==> config.mk <==
export PLATFORM = sky130hd
export DESIGN_NAME = cr_lz77_comp_lob_arb
export DESIGN_NICKNAME = d
export VERILOG_FILES = /design/src/rtl/cr_lz77_comp_pkg.sv /design/src/rtl/cr_lz77_comp_lob_arb.sv
export SDC_FILE = /design/constraint.sdc
export NUM_CORES = 1
export LEC_CHECK = 0
export CORE_AREA = 2 2 117 141
export CTS_BUF_LIST = sky130_fd_sc_hd__clkbuf_4
export DETAILED_ROUTE_END_ITERATION = 10
export DIE_AREA = 0 0 119 143
export PLACE_DENSITY_LB_ADDON = 0.2
export SYNTH_ARGS = -nofsm -noshare
export SYNTH_HDL_FRONTEND = slang
export SYNTH_SLANG_ARGS = --single-unit
==> constraint.sdc <==
create_clock -name clk -period 2.75 [get_ports clk]
set_input_delay 0.55 -clock clk [delete_from_list [all_inputs] [get_ports clk]]
set_output_delay 0.55 -clock clk [all_outputs]
set_load 0.02 [all_outputs]
==> src/rtl/cr_lz77_comp_pkg.sv <==
// Shared types for the LZ77 compressor: TLV bus word and LOB arbiter state encoding.
package cr_lz77_comp_pkg;

    // TLV word passed between compressor stages.
    typedef struct packed {
        logic        insert;
        logic [7:0]  ordern;
        logic [4:0]  typen;
        logic        sot;
        logic        eot;
        logic        tlast;
        logic [1:0]  tid;
        logic [7:0]  tstrb;
        logic [7:0]  tuser;
        logic [63:0] tdata;
    } tlvp_if_bus_t;

    // LOB arbiter state encoding.
    localparam logic [1:0] LOB_ARB_ST_IDLE = 2'd0;
    localparam logic [1:0] LOB_ARB_ST_OWN0 = 2'd1;
    localparam logic [1:0] LOB_ARB_ST_OWN1 = 2'd2;

    typedef enum logic [1:0] {
        StIdle = LOB_ARB_ST_IDLE,
        StOwn0 = LOB_ARB_ST_OWN0,
        StOwn1 = LOB_ARB_ST_OWN1
    } lob_arb_st_e;

endpackage

==> src/rtl/cr_lz77_comp_lob_arb.sv <==
// Two-requester frame arbiter merging TLV words into the parser input.
// A port owns the output from its first accepted word until its eot word.
// Optional build macro CR_LZ77_COMP_LOB_ARB_STATS_EN adds per-port frame counters.
module cr_lz77_comp_lob_arb
    import cr_lz77_comp_pkg::*;
#(
    parameter int unsigned STALL_LIMIT = 1024
) (
    input  logic         clk,
    input  logic         rst_n,
    input  logic         exg0_req,
    input  logic         exg1_req,
    input  logic         exg0_wr,
    input  logic         exg1_wr,
    input  tlvp_if_bus_t exg0_tlv_if,
    input  tlvp_if_bus_t exg1_tlv_if,
    output logic         exg0_afull,
    output logic         exg1_afull,
    input  logic         prs_lob_afull,
    output logic         lob_prs_wr,
    output tlvp_if_bus_t lob_prs_tlv_if,
    output logic         arb_wr_err,
    output logic         arb_stall_err
`ifdef CR_LZ77_COMP_LOB_ARB_STATS_EN
    ,
    output logic [31:0]  arb_frm_cnt0,
    output logic [31:0]  arb_frm_cnt1
`endif
);

    localparam logic [15:0] StallLim = 16'(STALL_LIMIT);

    lob_arb_st_e  arb_st;
    logic         last_gnt;
    logic [15:0]  stall_cnt;

    logic         sel_vld;
    logic         sel_port;
    logic         acc0;
    logic         acc1;
    logic         acc;
    tlvp_if_bus_t acc_tlv;
    logic         bad_wr;
    logic         stall_inc;

    // Port selection, write acceptance and stall qualification.
    always_comb begin
        sel_vld  = 1'b0;
        sel_port = 1'b0;
        unique case (arb_st)
            StIdle: begin
                if (exg0_req && exg1_req) begin
                    sel_vld  = 1'b1;
                    sel_port = ~last_gnt;
                end else if (exg0_req) begin
                    sel_vld  = 1'b1;
                    sel_port = 1'b0;
                end else if (exg1_req) begin
                    sel_vld  = 1'b1;
                    sel_port = 1'b1;
                end
            end
            StOwn0: begin
                sel_vld  = 1'b1;
                sel_port = 1'b0;
            end
            StOwn1: begin
                sel_vld  = 1'b1;
                sel_port = 1'b1;
            end
            default: begin
                sel_vld  = 1'b0;
                sel_port = 1'b0;
            end
        endcase

        acc0    = exg0_wr & sel_vld & ~sel_port;
        acc1    = exg1_wr & sel_vld & sel_port;
        acc     = acc0 | acc1;
        acc_tlv = acc1 ? exg1_tlv_if : exg0_tlv_if;
        bad_wr  = (exg0_wr & ~acc0) | (exg1_wr & ~acc1);

        // Back-pressure from the parser freezes the stall count.
        stall_inc = ~prs_lob_afull &
                    (((arb_st == StOwn0) & ~exg0_wr) | ((arb_st == StOwn1) & ~exg1_wr));

        exg0_afull = prs_lob_afull | ~(sel_vld & ~sel_port);
        exg1_afull = prs_lob_afull | ~(sel_vld & sel_port);
    end

    // Ownership FSM, registered parser write, stall counter and sticky errors.
    always_ff @(posedge clk or negedge rst_n) begin
        if (!rst_n) begin
            arb_st         <= StIdle;
            last_gnt       <= 1'b1;
            lob_prs_wr     <= 1'b0;
            lob_prs_tlv_if <= '0;
            stall_cnt      <= 16'd0;
            arb_wr_err     <= 1'b0;
            arb_stall_err  <= 1'b0;
        end else begin
            lob_prs_wr <= acc;
            if (acc) begin
                lob_prs_tlv_if <= acc_tlv;
                if (acc_tlv.eot) begin
                    arb_st   <= StIdle;
                    last_gnt <= sel_port;
                end else begin
                    arb_st <= sel_port ? StOwn1 : StOwn0;
                end
            end

            if (acc || arb_st == StIdle) begin
                stall_cnt <= 16'd0;
            end else if (stall_inc && stall_cnt != StallLim) begin
                stall_cnt <= stall_cnt + 16'd1;
                if (stall_cnt + 16'd1 == StallLim) begin
                    arb_stall_err <= 1'b1;
                end
            end

            if (bad_wr) begin
                arb_wr_err <= 1'b1;
            end
        end
    end

`ifdef CR_LZ77_COMP_LOB_ARB_STATS_EN
    // Per-port count of completed frames (accepted eot words), wrapping.
    always_ff @(posedge clk or negedge rst_n) begin
        if (!rst_n) begin
            arb_frm_cnt0 <= 32'd0;
            arb_frm_cnt1 <= 32'd0;
        end else begin
            if (acc0 && exg0_tlv_if.eot) begin
                arb_frm_cnt0 <= arb_frm_cnt0 + 32'd1;
            end
            if (acc1 && exg1_tlv_if.eot) begin
                arb_frm_cnt1 <= arb_frm_cnt1 + 32'd1;
            end
        end
    end
`endif

endmodule
==> metrics <==
status complete, no violations; Final HPWL DP 14,450 microns; max layer used met4; Finished Layout Cells 1,019; TritonCTS clock tree done; Worst Setup Path Type reg -> out; Clock Tree Buf Depth 2; core area 15,580 sq um; final hold violation count 0; met3 wire length 1297 microns; Chip Width 119 microns; synth unique cells 45; relative slew slack 0.5708; setup violators final 0; Min Clock Period, post-route 2.629 ns; cell row count 50; Critical Path Most Common Cell buf_4; count of boundary I/O pins between 300 and 400; number of global-route vias before repair 5,396; synthesis-to-finish area growth 57.09%; critical-path cell list buf_4, ha_1, a31oi_2, buf_4, nor2b_2, nand2b_1, dlygate4sd2_1; Async SR Flop Fraction 1.000; Starting Density 0.4245; Worst setup SP type flip-flop; Syn Inst Count 471; die area 17,020 sq um; DRC viols 0; Port Buffer Count 308; CTS clk-pin slew, worst paths 0.12 ns; sequential share of the synthesized area 0.4581; aggregate global-route resource usage 0.2214; Synth Warn # 0; final net count 1,008; H-tree lvl count 4; placed cell count 982; Max Cap Viol 0; Primary FF master, synth dfrtp_1; worst-path fanout max 3; antenna viol nets, final 0; hold crit path type reg -> reg; worst skew pair latency 0.55 ns; number of synthesized flops with an enable pin 0; DR vias/cell between 4 and 5; post-route setup TNS 0 ns; Synth Area per Inst 14.04 sq um; leak pwr 4.492 nW; crit path buf inv count 3; CP max stage delay 0.42 ns; power density over the cells 1076 nW/um^2; GP Congestion 0.8827; Mapped Area 6613 sq um; total routed wirelength 18,970 microns; clk root buf clkbuf_4; Highest Clock Rate 380.4 MHz; CTS buffer count 17; vias after detailed routing 5,038; total congestion overflow 0; Synth Register Bits 121; Critical Path RT around 2.2 ns; wire per inst 18.61 microns; DRT Pass-1 Iters 4; met2 routed WL 10,200 microns; largest net degree at the start of global routing 47; Top Family by Delay on Critical Path buffers and inverters; layout cell share with drive strength beyond 1 0.3309; fin crit share 0.9559; initial antenna violation count 1; Slew @ Worst Pin 0.6419 ns; Num Clock Sinks roughly 120; Worst setup EP type primary output; met1 WL 7026 microns; maximum vdd drop 0.6990 mV; die height 143 microns; worst clock skew 0.01379 ns; Crit-path slowest cell dfrtp_1; Slew Viols, Final 0; first-pass GRT wire length around 29,000 microns; syn nets 682; worst path arrival time roughly 2.1 ns; Initial DRC Count 252
## state kept, by name (all words and copies together) (netlist names)
register        cells
arb_st              2
arb_stall_err       1
arb_wr_err          1
last_gnt            1
lob_prs_tlv_if     99
lob_prs_wr          1
stall_cnt          16
## placed cells by master (no fill, tap or decap), types with 2 or more instances in the layout
master	instances
a211o_1	2
a21oi_1	4
a31oi_1	3
and2_1	4
and3_1	3
and4_1	2
buf_12	8
buf_4	17
bufinv_16	5
clkbuf_4	17
clkdlybuf4s50_1	305
clkinv_2	3
clkinv_4	5
dfrtp_1	120
ha_1	5
inv_1	5
inv_2	2
mux2_2	121
mux2_4	77
nand2_1	8
nand2b_1	3
nand3_1	5
nand4_1	14
nor2_1	17
nor3_1	5
nor4b_1	2
o21ai_0	5
xnor2_1	4
xor2_1	11
## cell families after synthesis
kind of cell | share of synthesized area
xor+xnor | 0.01987
mux | 0.3824
fa+ha+maj | 0.01135
flops | 0.4581
simple gates | 0.06112
buf+inv | 0.03974
compound gates | 0.02744
## worst register-to-register path, cell delays in order (launching register included)
cell and delay, ns:
dfrtp_1 0.40, inv_2 0.08, ha_4 0.26, inv_1 0.05, a21oi_4 0.16, buf_4 0.12, buf_4 0.13, nand3b_4 0.12
buf_12 0.19, buf_12 0.18, mux2_4 0.30, mux2_2 0.27
## metal layers
metal / vias to the layer above / global-route usage
met5: - / 0
met3: 29 / 0.07109
met2: 195 / 0.4050
met4: 0 / 0.08020
met1: 2444 / 0.2390
li1: 2370 / -
## cell usage after synthesis, drive strengths merged, types with 2 or more instances
cell type / count / area (sq um)
mux2: 198 / 2519
dfrtp: 120 / 3003
buf: 24 / 229.0
nor2: 17 / 63.81
nand4: 14 / 87.58
xor2: 11 / 96.34
nand2: 9 / 41.29
inv: 7 / 26.28
ha: 6 / 75.07
o21ai: 6 / 30.02
a21oi: 5 / 36.29
nand3: 5 / 25.02
nor3: 5 / 25.02
a31oi: 4 / 31.28
and2: 4 / 25.02
xnor2: 4 / 35.03
and3: 3 / 18.77
nand2b: 3 / 18.77
nor2b: 3 / 18.77
a211o: 2 / 17.52
and4: 2 / 17.52
clkbuf: 2 / 7.510
nand3b: 2 / 18.77
nor4b: 2 / 17.52
## path summary, 6_finish.rpt
path	start	end	slack (ns)	cells past startpoint
setup / recovery	arb_st[1]	exg1_afull	0.12	7
hold reg to reg	arb_stall_err	arb_stall_err	0.49	2
setup reg to reg	arb_st[1]	lob_prs_tlv_if[18]	0.37	11
max in group asynchronous	rst_n	last_gnt	1.58	3
hold / removal	arb_stall_err	arb_stall_err	0.49	2
min in group asynchronous	rst_n	stall_cnt[15]	0.51	2
## what timing repair did
item,4_1_cts,5_1_grt
hold buffers,1,0
endpoints found under the hold margin,36,0
setup buffers,2,1
setup endpoints to repair,2,2
gates cloned,0,0
pin swaps,0,1
gates resized for setup,8,2
## stage by stage
step / util / area, sq um / power [mW] / hold WS (ns) / setup WS [ns]
finish: 0.6668 / 10390 / 11.18 / 0.4897 / 0.1214
floorplan: - / 6613 / 7.065 / 0.2544 / 0.6057
CTS: 0.6664 / 10380 / 11.29 / 0.4882 / 0.02234
global route: 0.6668 / 10390 / 11.76 / 0.5034 / -0.01065
global placement: 0.6414 / 9991 / 9.520 / 0.4512 / 0.007115
detailed placement: 0.6414 / 9991 / 9.698 / 0.4587 / -0.03430
## area by class of cell
class / instances / area (sq um)
antenna: 1 / 2.502
clock buffer: 17 / 127.6
clock inverter: 15 / 225.2
fill: 1110 / 5190
inverter: 7 / 26.28
multi-input combinational: 317 / 3352
sequential: 121 / 3029
tap: 208 / 260.3
timing repair buffer: 333 / 3364
## power breakdown
group | total [mW] | switching, mW | leakage [nW] | internal, mW
registers | 3.00 | 0.402 | 1.45 | 2.60
logic | 6.65 | 2.94 | 2.86 | 3.71
clock network | 1.53 | 0.710 | 0.186 | 0.816
total | 11.2 | 4.05 | 4.49 | 7.13
(Power assumes the default switching activity.)
